[src/rtl/cmp_pkg.sv]
// Shared encodings for the digit-serial magnitude comparator: FSM states and
// one-hot result vectors ordered {GT, EQ, LT}.
package cmp_pkg;

   typedef enum logic [1:0] {
      IDLE = 2'd0,
      RUN  = 2'd1,
      DONE = 2'd2
   } state_t;

   typedef logic [2:0] res_t;

   localparam res_t RES_GT = 3'b100;
   localparam res_t RES_EQ = 3'b010;
   localparam res_t RES_LT = 3'b001;

endpackage

[src/rtl/mag_cmp_digit.sv]
// Combinational unsigned compare of one DIGIT-wide slice; zero latency,
// no flow control.
module mag_cmp_digit #(
   parameter int W = 2
) (
   input  logic [W-1:0] a,
   input  logic [W-1:0] b,
   output logic         gt,
   output logic         eq
);

   assign gt = (a > b);
   assign eq = (a == b);

endmodule

[src/rtl/seq_mag_cmp.sv]
// Digit-serial MSB-first magnitude comparator: WIDTH/DIGIT cycles per compare
// (fewer with SEQ_MAG_CMP_EARLY_EXIT_EN); start is ignored while busy.
module seq_mag_cmp
   import cmp_pkg::*;
#(
   parameter int WIDTH = 8,
   parameter int DIGIT = 2
) (
   input  logic             clk,
   input  logic             rst,
   input  logic             start,
   input  logic [WIDTH-1:0] A,
   input  logic [WIDTH-1:0] B,
   output logic             busy,
   output logic             done,
   output logic             GT,
   output logic             EQ,
   output logic             LT
);

   localparam int NDIG = WIDTH / DIGIT;
   localparam int CW   = $clog2(NDIG + 1);

   state_t           state, state_nxt;
   logic [WIDTH-1:0] a_sh, b_sh;
   logic [CW-1:0]    cnt;
   res_t             res_q, res_nxt;
   logic             dig_gt, dig_eq;
   logic             accept, last_dig;

   mag_cmp_digit #(.W(DIGIT)) u_digit (
      .a  (a_sh[WIDTH-1 -: DIGIT]),
      .b  (b_sh[WIDTH-1 -: DIGIT]),
      .gt (dig_gt),
      .eq (dig_eq)
   );

   assign accept = start && (state != RUN);

   // Once a digit has differed the verdict is frozen; RES_EQ means "undecided".
   always_comb begin
      res_nxt = res_q;
      if (res_q == RES_EQ && !dig_eq) begin
         res_nxt = dig_gt ? RES_GT : RES_LT;
      end
   end

`ifdef SEQ_MAG_CMP_EARLY_EXIT_EN
   assign last_dig = (cnt == CW'(1)) || (res_nxt != RES_EQ);
`else
   assign last_dig = (cnt == CW'(1));
`endif

   always_ff @(posedge clk or posedge rst) begin
      if (rst) begin
         state <= IDLE;
      end else begin
         state <= state_nxt;
      end
   end

   always_comb begin
      state_nxt = state;
      busy      = 1'b0;
      done      = 1'b0;
      case (state)
         IDLE: begin
            if (accept) state_nxt = RUN;
         end
         RUN: begin
            busy = 1'b1;
            if (last_dig) state_nxt = DONE;
         end
         DONE: begin
            done      = 1'b1;
            state_nxt = accept ? RUN : IDLE;
         end
         default: state_nxt = IDLE;
      endcase
   end

   always_ff @(posedge clk or posedge rst) begin
      if (rst) begin
         a_sh         <= '0;
         b_sh         <= '0;
         cnt          <= '0;
         res_q        <= '0;
         {GT, EQ, LT} <= 3'b000;
      end else if (accept) begin
         a_sh  <= A;
         b_sh  <= B;
         cnt   <= CW'(NDIG);
         res_q <= RES_EQ;
      end else if (state == RUN) begin
         a_sh  <= a_sh << DIGIT;
         b_sh  <= b_sh << DIGIT;
         cnt   <= cnt - CW'(1);
         res_q <= res_nxt;
         // Visible result changes only when entering DONE.
         if (last_dig) {GT, EQ, LT} <= res_nxt;
      end
   end

endmodule
[config.mk]
export PLATFORM = sky130hd
export DESIGN_NAME = seq_mag_cmp
export DESIGN_NICKNAME = d
export VERILOG_FILES = /design/src/rtl/cmp_pkg.sv /design/src/rtl/mag_cmp_digit.sv /design/src/rtl/seq_mag_cmp.sv
export SDC_FILE = /design/constraint.sdc
export NUM_CORES = 1
export LEC_CHECK = 0
export ABC_AREA = 1
export CORE_MARGIN = 8
export CORE_UTILIZATION = 40
export DETAILED_ROUTE_END_ITERATION = 8
export GPL_TIMING_DRIVEN = 0
export HOLD_SLACK_MARGIN = 0.03
export PLACE_DENSITY = 0.73
export SLEW_MARGIN = 30
export SYNTH_ARGS = -nofsm -noshare
export SYNTH_HDL_FRONTEND = slang
export SYNTH_SLANG_ARGS = --single-unit
[constraint.sdc]
create_clock -name clk -period 1.5 [get_ports clk]
set_clock_uncertainty 0.05 [all_clocks]
set_input_delay 0.45 -clock clk [delete_from_list [all_inputs] [get_ports clk]]
set_output_delay 0.45 -clock clk [all_outputs]
set_load 0.005 [all_outputs]
======== After elaboration in Yosys (flattened, before gate mapping) ========
Index checks and enable logic that the tools add are counted.
storage, ports and cells
  flip-flop bits (word level) ............. 27
  bits of input ports ..................... 19
  output and inout bits ................... 5
  logic and storage cells ................. 42
operators by class
  add/subtract/negate cells ............... 1
  magnitude comparators ................... 1
  equal/unequal tests ..................... 8
  mux-type cells .......................... 16
  bitwise operators ....................... 1
  reductions and logical operators ........ 7
operator list
  kind                                                  count
  2-to-1 mux 8 bit                                      4
  2-to-1 mux 3 bit                                      6
  one-hot mux 2 bit (3 select lines)                    1
  2-to-1 mux 2 bit                                      2
  != test 2 bit (second input constant)                 2
  equality test 3 x 1 -> 1 bit (second input constant)  1
  equality test 3 x 2 -> 1 bit (second input constant)  1
  2-to-1 mux 1 bit                                      3
  AND reduction 3 bit                                   1
  subtractor 3 x 1 -> 3 bit (second input constant)     1
  equality test 2 x 1 -> 1 bit (second input constant)  1
  equality test 2 bit                                   1
  equality test 2 bit (second input constant)           1
  greater-than comparator 2 bit                         1
  logical AND 1 bit                                     2
  zero test 2 bit                                       1
  != test 2 x 1 -> 1 bit (second input constant)        1
  AND reduction 2 bit                                   1
  nonzero test 2 bit                                    1
  zero test 1 bit                                       1
  inverter 1 bit                                        1

======== Longest topological paths before layout ========
Gate-level depths: netlist of the first run.
  depth in word-level cells ............... 6
  depth in mapped cells ................... 10

======== Cells and area by module ========
A second synthesis of the first run with hierarchy kept.
unflattened totals
  cells, all modules ...................... 154
  area total of the unflattened synthesis .. 1343.8 sq um
by module, submodules not included
  module         instances  cells an instance  area an instance (sq um)
  seq_mag_cmp    1          144                1283.7
  mag_cmp_digit  1          10                 60.1

======== Worst setup path after synthesis of the first run ========
No wires, ideal clock.
  path kind ............................... register to register
  from .................................... reg a_sh[7]
  to ...................................... reg res_q[0]
  library setup time ...................... 0.087 ns
  arrival ................................. 1.040 ns
  required time ........................... 1.363 ns
  slack ................................... 0.323 ns
  cell stages (with the launch flop) ...... 7
  path buffers ............................ 0
  period minus slack after synthesis ...... 1.177 ns
  cells stage by stage .................... dfrtp_1 -> ha_1 -> nand2_1 -> inv_1 -> nor2_1 -> nand2_1 -> a22oi_1
between the ends
  cells in the longest elaborated chain, start to end .. 6
  elaborated cells on any way between the ends .. 8
  those cells by class .................... order compare (1); eq/ne (1); mux (4); reduce/logical (2)
ends and longest elaborated chain
  element                                                                                line               text
  start: declaration                                                                     seq_mag_cmp.sv:25  logic [WIDTH-1:0] a_sh, b_sh;
  start signal: assignment                                                               seq_mag_cmp.sv:95  a_sh <= a_sh << DIGIT;
  parallel branches: the longest is 3 deep, another holds greater-than comparator 2 bit  --
  2-to-1 mux 3 bit (*)                                                                   seq_mag_cmp.sv:43  if (res_q == RES_EQ && !dig_eq) begin
  2-to-1 mux 3 bit (*)                                                                   seq_mag_cmp.sv:94  end else if (state == RUN) begin
  2-to-1 mux 3 bit (*)                                                                   seq_mag_cmp.sv:89  end else if (accept) begin
  end signal: assignment                                                                 seq_mag_cmp.sv:98  res_q <= res_nxt;
  end: declaration                                                                       seq_mag_cmp.sv:27  res_t res_q, res_nxt;
Mark *: on every way between the ends. The select of a mux whose other input is x is not followed.
A chain may end at the register's enable or synchronous reset.

======== Worst setup path after layout of the first run ========
  from .................................... reg state[1]
  to ...................................... out busy
between the ends
  cells in the longest elaborated chain, start to end .. 2
ends and longest elaborated chain
  element                       line               text
  start: declaration            seq_mag_cmp.sv:24  state_t state, state_nxt;
  start signal: assignment      seq_mag_cmp.sv:58  state <= state_nxt;
  equality test 2 x 1 -> 1 bit  seq_mag_cmp.sv:66  case (state)
  2-to-1 mux 1 bit              seq_mag_cmp.sv:66
  end: declaration              seq_mag_cmp.sv:14  output logic busy,
Every way passes these cells.

==> results of run 1 <==
## logic make-up after synthesis
kind of cell / Yosys count / share of synthesized area (%)
buffers and inverters: 28 / 9.322
AO/OA/AOI/OAI: 25 / 15.25
adder cells (fa/ha/maj): 4 / 3.767
AND/OR/NAND/NOR: 58 / 20.81
flip-flops: 27 / 50.85
## layout make-up
| class | count | area [sq um] |
|---|---|---|
| clock buffers | 3 | 22.52 |
| clock inverters | 1 | 7.507 |
| fillers | 316 | 1549 |
| multi-input cells | 87 | 531.8 |
| well taps | 46 | 57.56 |
| plain buffers | 3 | 30.03 |
| inverters | 25 | 96.34 |
| repair buffers | 30 | 286.5 |
| flip-flops and latches | 27 | 676.9 |
## Yosys cell counts (all sizes together)
cell type  count
nand2         49
dfrtp         27
inv           25
o21ai         12
o211ai         6
nor2           5
ha             4
o221ai         4
buf            3
nand3          3
a21boi         1
a22oi          1
nor3           1
o22ai          1
## metal layers
layer	vias up	GRT usage [%]	share of wire, %	routed length, um
li1	515	-	-	-
met1	502	11.64	42	1149
met2	19	20.28	52	1403
met3	5	2.319	3.7	101
met4	0	4.656	1.9	51
met5	-	0	0	0
## metrics by stage
| stage | utilization, % | total power [mW] | std cells |
|---|---|---|---|
| 6_report | 52.46 | 3.136 | 222 |
| 5_1_grt | 52.46 | 3.436 | 222 |
| 4_1_cts | 52.27 | 3.160 | 222 |
| 3_5_place_dp | 49.62 | 2.714 | 211 |
| 3_3_place_gp | 49.62 | 2.625 | 211 |
| 2_1_floorplan | - | 2.278 | 142 |
## flip-flops by register name, indices dropped and copies added (netlist names)
name,flops
EQ,1
LT,1
b_sh,8
cnt,3
res_q,3
a_sh,8
state,2
GT,1
## what timing repair did
item                                    4_1_cts  5_1_grt
cloned                                        0        0
hold endpoints to repair                      0        0
pin swaps                                     1        0
endpoints found under the setup margin        5        2
setup buffers                                 7        0
resized for setup                            18        2
## power by group through the flow
stage | Sequential [mW] | Combinational, mW | Clock, mW
final | 1.18 | 1.63 | 0.326
after global routing | 1.21 | 1.85 | 0.368
after CTS | 1.18 | 1.65 | 0.335
after detailed placement | 1.22 | 1.50 | 0
after global placement | 1.20 | 1.43 | 0
after floorplan | 1.19 | 1.09 | 0
## worst min-delay path by stage
stage / start / to / slack, ns / cells after the start
3_5_place_dp: LT / LT / 0.43 / 2
3_3_place_gp: GT / GT / 0.41 / 2
6_report: rst / b_sh[7] / 0.42 / 2
2_1_floorplan: b_sh[5] / b_sh[5] / 0.40 / 2
5_1_grt: rst / b_sh[7] / 0.46 / 2
4_1_cts: rst / b_sh[7] / 0.44 / 2
## critical path, cell delays in order, from the launching register on
cell,delay [ns]
dfrtp_2,0.44
buf_6,0.13
nor2_8,0.09
buf_6,0.10
==> results.md, run 1 <==
* Vias per std cell at around 4.7
* Crit path launch: state[1]
* Worst setup margin at -0.08217 ns
* Routability cong. at 0.7805
* Max Root-Sink Buffers at 2
* Layout cell share with drive strength beyond 1 at 20.45%
* Number of global-route vias before repair at 1095
* Antenna viol nets, final at 0
* Ys Warns at 0
* Fin. Hold Viols at 0
* Die span in x at approximately 74 um
* Core ar. at 3258 sq um
* First DRT Iteration DRCs at 42
* Worst reg-to-reg path cell count at 8
* Area leader, netlist: dfrtp_1
* Layout area overhead at 28.63%
* Sequential share of power at 37.6%
* Ant diodes at 0
* Failing checks: setup timing
* Design Area, Final at approximately 1700 sq um
* DP Wirelength at 2018 um
* Max-cap violations at 0
* Synth Area per Inst at 9.358 sq um
* Register bit total from synthesis at 27
* CTS root buffer: clkbuf_4
* Worst vdd ir at roughly 0.00054 V
* Hold crit path type: primary input to asynchronous set/reset pin
* Reg-to-Reg End: a_sh[2]
* Via count at 1041
* Worst Setup EP: busy
* Total negative slack at -0.1548 ns
* Setup violators final at 2
* Cell Area, Placed at approximately 1600 sq um
* PwrDens at 1835 nW/um^2
* Global-route wire length before repair at 4643 um
* First-pass DRT Iterations at 4
* Reg-to-reg startpoint: state[0]
* Hold Buf Count CTS at 0
* Area of the die at 5422 sq um
* Global route overflow at 0
* Largest cells by area after synthesis: dfrtp_1 (51%), nand2_1 (13%), inv_1 (6.2%)
* Leak at slightly above 0.8 nW
* Worst Setup Start Kind: flop
* Seq/Total Area, Yosys at 50.85%
* Switch Pwr at 1.288 mW
* CTS tree: done
* Crit path DAT at 1.08 ns
* Flop2flop setup slack at 0.14 ns
* I/O pin count at 24
* Internal power at between 1.5 and 2 mW
* Hold WS at 0.4185 ns
* Worst-path maximum fanout at 2
* Rows at 21
* Fmax at 632.0 MHz
* Required @ worst endpoint at 1.00 ns
* Tcrit/Tclk final at 105.5%
* Chip height at 73.64 um
* DRT Wirelength at between 2000 and 3000 um
* Commonest non-fill, non-tap cell in the layout: nand2_1
* Clock share of power at 10.4%
* # clock sinks at 27
* Final min period at 1.582 ns
* Rel. slew slack at between 60% and 70%
* H-tree depth at 1
* Status: finished with violations
* RSZ-0062 raised after global routing: true
* Pre-CTS setup slack at -0.2258 ns
* Total GRT Usage at 10.99%
* CP Class: flop to primary output
* Share of the synthesized area in the top cell type at 50.85%
* Post-synth cell types at 23
* Post-Syn Area at between 1000 and 1500 sq um
* Wire length per cell at 12.18 um
* Sw Ratio at 41.07%
* Initial antenna violation count at 0
* Number of I/O port buffers at 23
* Mapped Cells at 142
* Worst Tran Pin Value at 0.5624 ns
* TritonCTS Buffers at 3
* Largest net degree at the start of global routing at 28
* Starting Density at 40.78%
* Worst-Skew Late Latency at 0.33 ns
* # nets final at 200
* Crit. End Element: primary output
* Gate power share at 52.0%
* Drt drc at 0
* Syn nets at 165
* Commonest non-fill, non-tap cells in the layout: nand2_1 (47), dfrtp_1 (26), inv_1 (21), clkdlybuf4s50_1 (18), buf_4 (6)
* Final Slew Violations at 0
* Reg clk slew, reported paths at 0.15 ns
Power figures use the tool's default switching activity.
==> inputs of run 2 (changes only) <==
--- a/config.mk
+++ b/config.mk
@@ -9,9 +9,7 @@
 export CORE_MARGIN = 8
 export CORE_UTILIZATION = 40
 export DETAILED_ROUTE_END_ITERATION = 8
-export GPL_TIMING_DRIVEN = 0
 export HOLD_SLACK_MARGIN = 0.03
-export PLACE_DENSITY = 0.73
 export SLEW_MARGIN = 30
 export SYNTH_ARGS = -nofsm -noshare
 export SYNTH_HDL_FRONTEND = slang
==> results.md, run 2 (synthesis results as in run 1) <==
* Crit path DAT at ~1.1 ns
* Reg clk slew, reported paths at 0.14 ns
* Setup violators final at 2
* Worst Tran Pin Value at 0.2689 ns
* Required @ worst endpoint at 1.00 ns
* Wire length per cell at around 11 um
* Global Route met1 Usage at around an eighth
* CTS tree: done
* Crit. End Element: primary output
* Fin. Hold Viols at 0
* Fmax at 636.9 MHz
* Commonest non-fill, non-tap cells in the layout: nand2_1 (47), dfrtp_1 (26), inv_1 (22), clkdlybuf4s50_1 (18), buf_4 (8)
* PwrDens at 1785 nW/um^2
* Ant diodes at 0
* Most Crowded Layer GR: met2
* Tcrit/Tclk final at 104.7%
* First DRT Iteration DRCs at 29
* Worst vdd ir at 0.0006980 V
* First-pass DRT Iterations at 2
* Met3 global-route usage at 2.865%
* Worst-path maximum fanout at 2
* # clock sinks at 27
* Layout area overhead at 30.98%
* DP Wirelength at 1994 um
* Hold Buf Count CTS at 0
* H-tree depth at 1
* Inst Count DP at ~220
* Antenna viol nets, final at 0
* Worst-Skew Late Latency at 0.32 ns
* Final min period at 1.570 ns
* Core ar. at 3258 sq um
* # nets final at 202
* Rel. slew slack at 82.05%
* Post-layout util at 53.42%
* TritonCTS Buffers at 3
* Drt drc at 0
* Via count at 1018
* Chip height at 73.64 um
* Global-route wire length before repair at roughly 4700 um
* Status: finished with violations
* Final Non-Filler Cells at 224
* Starting Density at between 40% and 50%
* M2 GR Usage at 18.01%
* Worst Setup Start Kind: flop
* Area of the die at 5422 sq um
* Layout cell share with drive strength beyond 1 at 19.66%
* Global route overflow at 0
* Number of global-route vias before repair at 1044
* I/O pin count at 24
* Worst setup margin at -0.07003 ns
* CP Class: flop to primary output
* Hold crit path type: primary input to asynchronous set/reset pin
* Failing checks: setup timing
* Total GRT Usage at 11.13%
* Vias per std cell at 4.545
* Max Root-Sink Buffers at 2
* Biggest regs: a_sh (8), b_sh (8)
* Max-cap violations at 0
* CTS root buffer: clkbuf_4
* Leak at 0.8443 nW
* DRT Wirelength at 2552 um
* Final Slew Violations at 0
* Number of I/O port buffers at 23
* Largest net degree at the start of global routing at 28
* Die span in x at 73.64 um
* Routability cong. at between 0.7 and 0.8
* Rows at 21
* Commonest non-fill, non-tap cell in the layout: nand2_1
* RSZ-0062 raised after global routing: true
* Initial antenna violation count at 0
-- run 2: cell count changes in the layout (fill, tap and decap cells not counted) --
cell	delta
buf_4	+2
clkbuf_1	+1
nor2_1	+1
inv_1	+1
nand2_4	+1
clkbuf_2	+1
buf_12	+2
buf_6	-2
clkinvlp_4	-1
inv_2	-1
buf_2	-1
nor2_2	-1
nand2_2	-1
-- run 2: final cells by class --
| type | instances | area [sq um] |
|---|---|---|
| fillers | 331 | 1518 |
| flip-flops and latches | 27 | 676.9 |
| multi-input cells | 87 | 534.3 |
| repair buffers | 35 | 349.1 |
| inverters | 25 | 96.34 |
| well taps | 46 | 57.56 |
| clock buffers | 4 | 26.28 |
-- run 2: final timing paths --
| check | from | end | slack [ns] | depth (start not counted) |
|---|---|---|---|---|
| max in group asynchronous | rst | state[1] | 0.84 | 3 |
| setup / recovery | state[0] | busy | -0.07 | 4 |
| hold reg to reg | LT | LT | 0.45 | 2 |
| hold / removal | rst | b_sh[7] | 0.39 | 3 |
| min in group clk | LT | LT | 0.45 | 2 |
| setup reg to reg | state[1] | EQ | 0.12 | 8 |
-- run 2: power breakdown --
group / leakage, nW / switching (mW) / internal, mW / total, mW
combinational: 0.488 / 0.889 / 0.728 / 1.62
sequential: 0.341 / 0.145 / 1.03 / 1.18
clock: 0.0150 / 0.206 / 0.104 / 0.310
total: 0.844 / 1.24 / 1.87 / 3.11
-- run 2: routing by layer --
metal  up-vias  part of all wire [%]
met5         -                     0
met1       477                    45
met4         0                   2.3
met3         4                   4.2
met2        16                    48
li1        521                     -
-- run 2: timing repair --
action / CTS / global route
pin swaps: 0 / 1
buffers inserted: 3 / 1
gates resized for setup: 14 / 5
endpoints found under the setup margin: 5 / 6
-- run 2: through the flow --
| step | total power [mW] | hold WS (ns) | cell area, sq um | TNS [ns] | setup WS (ns) |
|---|---|---|---|---|---|
| after floorplan | 2.278 | 0.4024 | 1329 | 0 | 0.3230 |
| after global placement | 2.723 | 0.4141 | 1672 | -2.902 | -0.1719 |
| after detailed placement | 2.770 | 0.4236 | 1672 | -3.182 | -0.1780 |
| after CTS | 3.124 | 0.3847 | 1724 | -0.2574 | -0.1520 |
| after global routing | 3.436 | 0.3814 | 1740 | -0.2578 | -0.1312 |
| final | 3.107 | 0.3904 | 1740 | -0.1261 | -0.07003 |
-- run 2: critical path, cell delays in order (launching register included) --
cell and delay [ns]:
dfrtp_1 0.43, buf_6 0.13, inv_4 0.06, nor2_8 0.03, buf_6 0.10
